## config.mk

```make
export PLATFORM = sky130hd
export DESIGN_NAME = fetch_unit
export DESIGN_NICKNAME = d
export VERILOG_FILES = /design/src/rtl/cpu_pkg.sv /design/src/rtl/fetch_fifo.sv /design/src/rtl/fetch_unit.sv
export SDC_FILE = /design/constraint.sdc
export NUM_CORES = 1
export LEC_CHECK = 0
export CELL_PAD_IN_SITES_DETAIL_PLACEMENT = 2
export CELL_PAD_IN_SITES_GLOBAL_PLACEMENT = 2
export CORE_AREA = 2 2 162 164
export CTS_BUF_LIST = sky130_fd_sc_hd__clkbuf_16
export DETAILED_ROUTE_END_ITERATION = 8
export DIE_AREA = 0 0 164 166
export PLACE_DENSITY = 0.85
export SYNTH_ARGS = -nofsm -noshare
export SYNTH_HDL_FRONTEND = slang
export SYNTH_SLANG_ARGS = --single-unit
```

## constraint.sdc

```tcl
create_clock -name clk -period 6.5 [get_ports clk]
set_input_delay 1.625 -clock clk [delete_from_list [all_inputs] [get_ports clk]]
set_output_delay 1.625 -clock clk [all_outputs]
set_load 0.005 [all_outputs]
```

## src/rtl/cpu_pkg.sv

```systemverilog
// cpu_pkg: definitions shared across the CPU front end.
//   RESET_PC_DEFAULT - default first fetch address after reset
//   INST_W           - instruction width in bits
//   fetch_entry_t    - one buffered fetch result {pc, inst, fault}
package cpu_pkg;

    localparam logic [31:0] RESET_PC_DEFAULT = 32'h0000_0000;
    localparam int          INST_W           = 32;

    typedef struct packed {
        logic [31:0]       pc;
        logic [INST_W-1:0] inst;
        logic              fault;
    } fetch_entry_t;

    localparam int FETCH_ENTRY_W = $bits(fetch_entry_t);

endpackage

```

## src/rtl/fetch_fifo.sv

```systemverilog
// fetch_fifo: 2-entry synchronous FIFO with flush.
// Ports:
//   clk, reset      - clock, synchronous active-high reset
//   flush           - empty the FIFO this cycle (overrides push and pop)
//   push, push_data - write one entry
//   pop             - consume the head entry
//   head_data       - head entry, all zeros while empty
//   count           - number of valid entries (0..2)
module fetch_fifo #(
    parameter int WIDTH = 8
) (
    input  logic             clk,
    input  logic             reset,
    input  logic             flush,
    input  logic             push,
    input  logic [WIDTH-1:0] push_data,
    input  logic             pop,
    output logic [WIDTH-1:0] head_data,
    output logic [1:0]       count
);

    logic [WIDTH-1:0] mem [2];
    logic             rd_ptr;
    logic             wr_ptr;
    logic [1:0]       count_q;

    always_ff @(posedge clk) begin
        if (reset || flush) begin
            rd_ptr  <= 1'b0;
            wr_ptr  <= 1'b0;
            count_q <= 2'd0;
        end else begin
            if (push) wr_ptr <= ~wr_ptr;
            if (pop)  rd_ptr <= ~rd_ptr;
            case ({push, pop})
                2'b10:   count_q <= count_q + 2'd1;
                2'b01:   count_q <= count_q - 2'd1;
                default: count_q <= count_q;
            endcase
        end
    end

    // Storage needs no reset; the head is masked while empty.
    always_ff @(posedge clk) begin
        if (!reset && !flush && push) mem[wr_ptr] <= push_data;
    end

    assign head_data = (count_q != 2'd0) ? mem[rd_ptr] : '0;
    assign count     = count_q;

    always_ff @(posedge clk) begin
        if (!reset && !flush) begin
            assert (!(push && count_q == 2'd2));
            assert (!(pop && count_q == 2'd0));
        end
    end

endmodule

```

## src/rtl/fetch_unit.sv

```systemverilog
// fetch_unit: instruction fetch stage. Owns the PC, drives the code memory
// byte address, absorbs the memory's one-cycle read latency and hands
// {pc, inst, fault} to decode through a 2-entry valid/ready buffer.
// Ports:
//   clk, reset               - clock, synchronous active-high reset
//   redirect, redirect_pc    - branch taken and its target (byte address)
//   imem_addr                - byte address to code memory (= pc_q)
//   imem_inst                - memory data for the address of last cycle
//   out_valid, out_ready     - decode handshake
//   out_inst, out_pc         - head instruction and its byte address
//   out_fault                - head was fetched from an out-of-range address
module fetch_unit
    import cpu_pkg::*;
#(
    parameter logic [31:0] RESET_PC  = RESET_PC_DEFAULT,
    parameter int          CODE_SIZE = 1024
) (
    input  logic              clk,
    input  logic              reset,
    input  logic              redirect,
    input  logic [31:0]       redirect_pc,
    output logic [31:0]       imem_addr,
    input  logic [INST_W-1:0] imem_inst,
    output logic              out_valid,
    input  logic              out_ready,
    output logic [INST_W-1:0] out_inst,
    output logic [31:0]       out_pc,
    output logic              out_fault
);

    localparam logic [32:0] CODE_LIMIT = 33'(CODE_SIZE);

    logic [31:0]  pc_q;
    logic         req_valid_q;
    logic [31:0]  req_pc_q;
    logic         req_fault_q;

    logic [1:0]   count;
    logic         pop;
    logic         push;
    logic         issue;
    logic [2:0]   occupancy;
    fetch_entry_t push_entry;
    fetch_entry_t head_entry;

    assign imem_addr = pc_q;
    assign out_valid = (count != 2'd0);
    assign pop       = out_valid && out_ready;

    // Slots committed after this edge: buffered + in flight - leaving.
    // Issuing only below 2 guarantees every response finds a free slot.
    assign occupancy = {1'b0, count} + {2'b00, req_valid_q} - {2'b00, pop};
    assign issue     = (occupancy < 3'd2);

    assign push = req_valid_q && !redirect;

    always_comb begin
        push_entry       = '0;
        push_entry.pc    = req_pc_q;
        push_entry.inst  = req_fault_q ? '0 : imem_inst;
        push_entry.fault = req_fault_q;
    end

    always_ff @(posedge clk) begin
        if (reset) begin
            pc_q        <= RESET_PC;
            req_valid_q <= 1'b0;
            req_pc_q    <= '0;
            req_fault_q <= 1'b0;
        end else if (redirect) begin
            pc_q        <= redirect_pc & ~32'h3;
            req_valid_q <= 1'b0;
        end else if (issue) begin
            req_valid_q <= 1'b1;
            req_pc_q    <= pc_q;
            req_fault_q <= ({1'b0, pc_q} >= CODE_LIMIT);
            pc_q        <= pc_q + 32'd4;
        end else begin
            req_valid_q <= 1'b0;
        end
    end

    fetch_fifo #(
        .WIDTH (FETCH_ENTRY_W)
    ) u_fifo (
        .clk       (clk),
        .reset     (reset),
        .flush     (redirect),
        .push      (push),
        .push_data (push_entry),
        .pop       (pop),
        .head_data (head_entry),
        .count     (count)
    );

    assign out_inst  = head_entry.inst;
    assign out_pc    = head_entry.pc;
    assign out_fault = head_entry.fault;

endmodule

```

==> impl_results.md, run 1 <==
* Effective utilization at floorplan at 0.322
* Least setup slack across all paths after layout at 1.48 ns
* Number of hold violations in the final report at 0
* DRC violation total after the first TritonRoute iteration at 352
* Pwr per Cell Area at 242 mW/mm2
* First-pass GRT wire length at between 30000 and 40000 um
* Count of hold-fix buffers inserted at cts at 0
* WP data arrival at approximately 5.4 ns
* Post-synth top flop: sky130_fd_sc_hd__edfxtp_1
* Class of the most critical hold timing path: reg -> reg
* Cell Area, Synth at slightly above 0.008 mm2
* Final setup vio count at 0
* Clock slew at the register clock pins of the worst setup and hold paths at around 0.08 ns
* All-layer global routing usage at 0.176
* X dimension of the die at 164 um
* Maximum level of the CTS H-tree at 4
* Wirelength, routed at ~23000 um
* Detailed-route DRC error count at 0
* Final period utilization at 0.773
* Buffer count from post-CTS setup fixing at 0
* Core Region at between 0.02 and 0.03 mm2
* Cell count after synthesis at 731
* Area taken by multi-input logic gates at between 0.002 and 0.003 mm2
* Maximum frequency from static timing analysis at 0.199 GHz
* Clock Root Buffer: sky130_fd_sc_hd__clkbuf_16
* Number of antenna violations at the first check in global routing at 0
* Overall die area at approximately 0.027 mm2
* Synthesis-to-layout area growth at 29.7%
* Instance count after placement with tap cells included at 1187
* Quantity of I/O buffers inserted on ports at between 150 and 200
* Io pins at 166
* Area of all placed cells without fillers at about 0.011 mm2
* Grt met3 use at 0.0400
* Element type at the critical path start: input port
* Die span in y at roughly 170 um
* Sequential element share of the synthesized area at 0.621
* Area used by sequential logic in the layout at about 0.005 mm2
* GRT met1 Usage at 0.227
* Count of cells resized by post-cts repair at 0
* Number of diodes at 0
* Kind of capture point of the worst setup path: flop
* Clock Sinks at slightly below 200
* Number of distinct library cell variants in the gate-level netlist after synthesis at 45
* Maximum fanout along the worst path at 18
* Final worst path period need at approximately 5.0 ns
* Post-placement setup slack at between 1 and 1.5 ns
* Final total power at roughly 2.6 mW
* Number of optimization iterations in the first detailed-route pass at 4
* Net count of the finished layout at 944
* Max-cap violation count at 0
* Required time of the critical path at roughly 6.8 ns
* Number of buffers on the longest clock path at 2
* Largest vdd supply drop at around 0.13 mV
* EDFF count, synth at about 130
* Average routed wire per standard cell at about 19 um
* Slew at the pin closest to its max-slew limit at approximately 1.1 ns
* Slew headroom at 0.259
* Unrepaired setup endpoints after global routing: false
* Total via count after detailed routing at roughly 6.2k
* Routing layer with the top usage in global route: met2
* Post-route clock skew at roughly 0.0083 ns
* Most frequent standard cell in the layout excluding fill and tap cells: sky130_fd_sc_hd__clkdlybuf4s50_1
* Post-DP HPWL at 15700 um
* Sequence of cells on the critical path: clkdlybuf4s50_1 -> and2_1 -> ha_1 -> nand2b_1 -> fa_1 -> nand2_1 -> or4_1 -> or4_1 -> a311oi_1
* Total overflow reported by the global router at 0
* Commonest non-fill, non-tap cells in the layout: 158 x sky130_fd_sc_hd__clkdlybuf4s50_1, 126 x sky130_fd_sc_hd__edfxtp_1, 92 x sky130_fd_sc_hd__nor2_1
* Fraction of registers with async set/reset at 0
* Master of the slowest instance on the critical path: sky130_fd_sc_hd__or4_1
* Final Max Slew Viols at 0
* Sum of negative setup slack at 0 ns
* Delay contributed by the slowest stage of the critical path at approximately 0.85 ns
* Final core utilization at 0.418
* Startpoint-to-endpoint class of the critical path: in -> reg
* LEAKAGE at between 3 and 4 nW
* Post-route non-filler standard cell count at roughly 1.2k
* Skew-Pair Late Insertion Delay at ~0.43 ns
* Final antenna-violating net count at 0
* Via count of the first global-routing pass at between 6k and 7k
* Fill cell count at around 2.7k
* Status: completed
* Per-cell via count in the routed design at approximately 5.1
* Global Route met2 Usage at 0.296
* Placed Area at ~0.010 mm2
* Worst hold-check slack at around 0.47 ns
* Cell type with the highest occurrence count on the critical path: sky130_fd_sc_hd__or4_1
* Flip-flop and latch count after synthesis at around 190
* Mean cell area of the mapped netlist at 11.3 um2
* Clock tree from TritonCTS: done
* Warning count from the yosys run at 0
* Pin count of the biggest net entering global routing at 71
* Standard-cell rows at 59
* Ratio of cells with drive above 1 in the final layout at 0.0554
* CTS Buf Count at 17
* Final weighted congestion of routability-driven global placement at between 0.7 and 0.8
final timing paths:
check / end / slack (ns) / cells after the start / from
setup / recovery: imem_addr[20] / 1.48 / 9 / out_ready
hold / removal: u_fifo.mem[1][59] / 0.47 / 0 / req_pc_q[26]
setup reg to reg: imem_addr[20] / 1.79 / 11 / u_fifo.count[1]
hold reg to reg: u_fifo.mem[1][59] / 0.47 / 0 / req_pc_q[26]
cells by family after synthesis:
group	synth area share
and+or+nand+nor	0.174
DFF	0.621
AOI/OAI and AO/OA	0.0719
buffers and inverters	0.0331
muxes	0.0765
xor gates and xnor gates	0.0138
adders and majority gates	0.00850
other	0.000455
registers in the layout, indices dropped and copies added, names as in the netlist, named ones only:
name	cells
u_fifo.rd_ptr	1
u_fifo.count	2
u_fifo.mem	126
req_valid_q	1
req_pc_q	30
req_fault_q	1
imem_addr	30
u_fifo.wr_ptr	1
area by class of cell:
type                            instances  share of cell area
Sequential cell                       193               0.479
Multi-Input combinational cell        473               0.269
Timing Repair Buffer                  170               0.156
Clock buffer                           17              0.0398
Tap cell                              335              0.0392
Clock inverter                         15              0.0113
Inverter                               16             0.00561
report_power, final:
| part | total (mW) | internal [mW] | switching, mW | leakage [nW] |
|---|---|---|---|---|
| clock | 0.985 | 0.503 | 0.482 | 0.272 |
| combinational | 0.218 | 0.113 | 0.104 | 1.49 |
| sequential | 1.39 | 1.34 | 0.0472 | 1.66 |
Yosys cell counts (all sizes together), types with 5 or more instances:
cell	n	area [um2]
a311oi	14	123
clkbuf	40	150
or3	5	31.3
xor2	5	43.8
inv	15	56.3
edfxtp	126	3780
nor3b	5	37.5
nor4	12	75.1
buf	12	62.6
xnor2	8	70.1
a21oi	38	190
mux2i	63	631
nand4	16	106
nand2	80	300
nor2b	34	213
and3	12	75.1
o31ai	5	37.5
nor3	6	30.0
nand3	13	65.1
a211oi	8	60.1
or4	9	67.6
o21ai	10	50.1
dfxtp	67	1340
nor2	94	353
per-layer routing:
metal  vias up  share of wire  wire (um)
met1      3122           0.45      10400
met3        23          0.048       1130
li1       2908              -          -
met5         -              0          0
met2       154           0.49      11400
met4         0          0.014        329
worst max-delay path, delay by kind of cell:
family          cells  cell delay, ns
simple gates        5            2.01
buf+inv             1            0.45
fa+ha+maj           2            0.95
compound gates      1            0.31
Note: power is estimated with default switching activity, not from simulation.
==> run 2, diff against run 1 <==
CORE_AREA = 2 2 169 171   (was 2 2 162 164)
DIE_AREA = 0 0 171 173   (was 0 0 164 166)
PLACE_DENSITY = 0.82   (was 0.85)
clock period = 4.3 ns   (was 6.5 ns; I/O delays follow)
==> impl_results.md, run 2 (same netlist as run 1, synthesis figures left out) <==
* Status: completed (unchanged)
* Sequence of cells on the critical path: clkdlybuf4s50_1 -> and2_1 -> ha_1 -> nand2b_1 -> fa_1 -> xor2_1 -> or4_1 -> buf_4 -> or4_1 -> a311oi_1 (was clkdlybuf4s50_1 -> and2_1 -> ha_1 -> nand2b_1 -> fa_1 -> nand2_1 -> or4_1 -> or4_1 -> a311oi_1)
* Skew-Pair Late Insertion Delay at 0.43 ns (about the same)
* Quantity of I/O buffers inserted on ports at 159 (unchanged)
* Detailed-route DRC error count at 0 (unchanged)
* Core Region at 0.0276 mm2 (was 0.0256 mm2)
* Count of cells resized by post-cts repair at 0 (unchanged)
* Fill cell count at 2887 (was 2669)
* Final antenna-violating net count at 0 (unchanged)
* Met3 wirelength from detailed routing at 1070 um (was 1130 um)
* Number of optimization iterations in the first detailed-route pass at 4 (unchanged)
* WP data arrival at 4.31 ns (was 5.35 ns)
* Average routed wire per standard cell at 19.2 um (was 19.1 um)
* Slew headroom at 0.490 (was 0.259)
* Maximum level of the CTS H-tree at 4 (unchanged)
* Number of antenna violations at the first check in global routing at 0 (unchanged)
* Commonest non-fill, non-tap cells in the layout: 158 x sky130_fd_sc_hd__clkdlybuf4s50_1, 126 x sky130_fd_sc_hd__edfxtp_1, 92 x sky130_fd_sc_hd__nor2_1 (unchanged)
* Synthesis-to-layout area growth at 32.4% (was 29.7%)
* LEAKAGE at 3.50 nW (was 3.43 nW)
* Class of the most critical hold timing path: reg -> reg (unchanged)
* Instance count after placement with tap cells included at 1240 (was 1187)
* M1 WL at 11100 um (was 10400 um)
* Final Max Slew Viols at 0 (unchanged)
* All-layer global routing usage at 0.165 (was 0.176)
* Io pins at 166 (unchanged)
* Final total power at 4.07 mW (was 2.59 mW)
* Kind of capture point of the worst setup path: flop (unchanged)
* Max-cap violation count at 0 (unchanged)
* Clock Sinks at 193 (unchanged)
* Pwr per Cell Area at 373 mW/mm2 (was 242 mW/mm2)
* Final period utilization at 0.927
* Number of hold violations in the final report at 0 (unchanged)
* Cell type with the highest occurrence count on the critical path: sky130_fd_sc_hd__or4_1 (unchanged)
* Total overflow reported by the global router at 0 (unchanged)
* Final weighted congestion of routability-driven global placement at 0.787 (was 0.789)
* Pin count of the biggest net entering global routing at 70 (was 71)
* Most frequent standard cell in the layout excluding fill and tap cells: sky130_fd_sc_hd__clkdlybuf4s50_1 (unchanged)
* Ratio of cells with drive above 1 in the final layout at 0.0660 (was 0.0554)
* Final worst path period need at between 3 and 4 ns
* CTS Buf Count at 17 (unchanged)
* Count of hold-fix buffers inserted at cts at 0 (unchanged)
* Unrepaired setup endpoints after global routing: false (unchanged)
* Startpoint-to-endpoint class of the critical path: in -> reg (unchanged)
* Per-cell via count in the routed design at 4.87 (was 5.09)
* Delay contributed by the slowest stage of the critical path at 0.54 ns (was 0.85 ns)
* Buffer count from post-CTS setup fixing at 0 (unchanged)
* Slew at the pin closest to its max-slew limit at 0.765 ns (was 1.10 ns)
* Wirelength, routed at 24400 um (was 23300 um)
* Effective utilization at floorplan at 0.299 (was 0.322)
* Number of buffers on the longest clock path at 2 (unchanged)
* First-pass GRT wire length at 37800 um (was 37300 um)
* Most flop-heavy register: u_fifo.mem (unchanged)
* Element type at the critical path start: input port (unchanged)
* Number of diodes at 0 (unchanged)
* Required time of the critical path at 4.63 ns (was 6.83 ns)
* Maximum fanout along the worst path at 18 (unchanged)
* Clock Root Buffer: sky130_fd_sc_hd__clkbuf_16 (unchanged)
* Standard-cell rows at 61 (was 59)
* Final setup vio count at 0 (unchanged)
* Clock slew at the register clock pins of the worst setup and hold paths at 0.07 ns (was 0.08 ns)
* Overall die area at 0.0296 mm2 (was 0.0272 mm2)
* Max reg flops at 126 (unchanged)
* Largest vdd supply drop at 0.259 mV (was 0.133 mV)
* Master of the slowest instance on the critical path: sky130_fd_sc_hd__or4_1 (unchanged)
* DRC violation total after the first TritonRoute iteration at 262 (was 352)
* Post-DP HPWL at 16800 um (was 15700 um)
* Clock tree from TritonCTS: done (unchanged)
* Highest routed metal layer: met4 (unchanged)
* Met2 wire length at 11900 um (was 11400 um)
* Total via count after detailed routing at 6196 (was 6207)
* Via count of the first global-routing pass at 6620 (was 6726)
* Net count of the finished layout at 954 (was 944)
* Die span in y at 173 um (was 166 um)
* Maximum frequency from static timing analysis at around 0.25 GHz
* Post-route clock skew at 0.0139 ns (was 0.00834 ns)
* Post-route non-filler standard cell count at 1272 (was 1219)
* X dimension of the die at 171 um (was 164 um)
## run 2: cell types whose count changed in the layout (fill, tap and decap cells not counted), sizes merged
cell | previous run | this run
bufinv | 0 | 2
buf | 12 | 22
clkinvlp | 1 | 2
clkinv | 5 | 7
inv | 25 | 20
## run 2: per-layer routing
layer | vias up | global-route usage
met1 | 3108 | 0.213
li1 | 2927 | -
met5 | - | 0
met4 | 0 | 0.0445
met3 | 20 | 0.0316
met2 | 141 | 0.281
## run 2: path summary, 6_finish.rpt
kind / start / cells past startpoint / endpoint / slack (ns)
setup / recovery: out_ready / 10 / imem_addr[18] / 0.32
hold / removal: req_pc_q[9] / 0 / u_fifo.mem[0][42] / 0.47
setup reg to reg: u_fifo.count[1] / 11 / imem_addr[18] / 0.70
hold reg to reg: req_pc_q[9] / 0 / u_fifo.mem[0][42] / 0.47
## run 2: worst max-delay path, delay by kind of cell
kind            cells  cell delay [ns]
simple gates        4             1.38
buf+inv             2             0.69
fa+ha+maj           2             0.65
compound gates      1             0.33
xor+xnor            1             0.18
## run 2: cell type report
| class | count | area [um2] | area share |
|---|---|---|---|
| Clock buffer | 17 | 425 | 0.0389 |
| Clock inverter | 15 | 176 | 0.0162 |
| Sequential cell | 193 | 5130 | 0.470 |
| Timing Repair Buffer | 180 | 1780 | 0.163 |
| Tap cell | 378 | 473 | 0.0433 |
| Inverter | 16 | 60.1 | 0.00550 |
| Multi-Input combinational cell | 473 | 2880 | 0.263 |
## run 2: report_power, final
part,leakage (nW),internal (mW),switching (mW)
Combinational,1.55,0.175,0.162
Sequential,1.66,2.03,0.0701
Clock,0.288,0.877,0.761
Total,3.50,3.08,0.993
## run 2: through the flow
stage / worst slack, ns / area [um2] / utilization / hold WS, ns / setup TNS [ns]
floorplan: 0.493 / 8260 / - / 0.425 / 0
global placement: 0.00743 / 10300 / 0.374 / 0.434 / 0
detailed placement: -0.126 / 10300 / 0.374 / 0.447 / -0.203
CTS: 0.328 / 10900 / 0.395 / 0.476 / 0
global route: 0.172 / 10900 / 0.395 / 0.489 / 0
finish: 0.316 / 10900 / 0.395 / 0.469 / 0
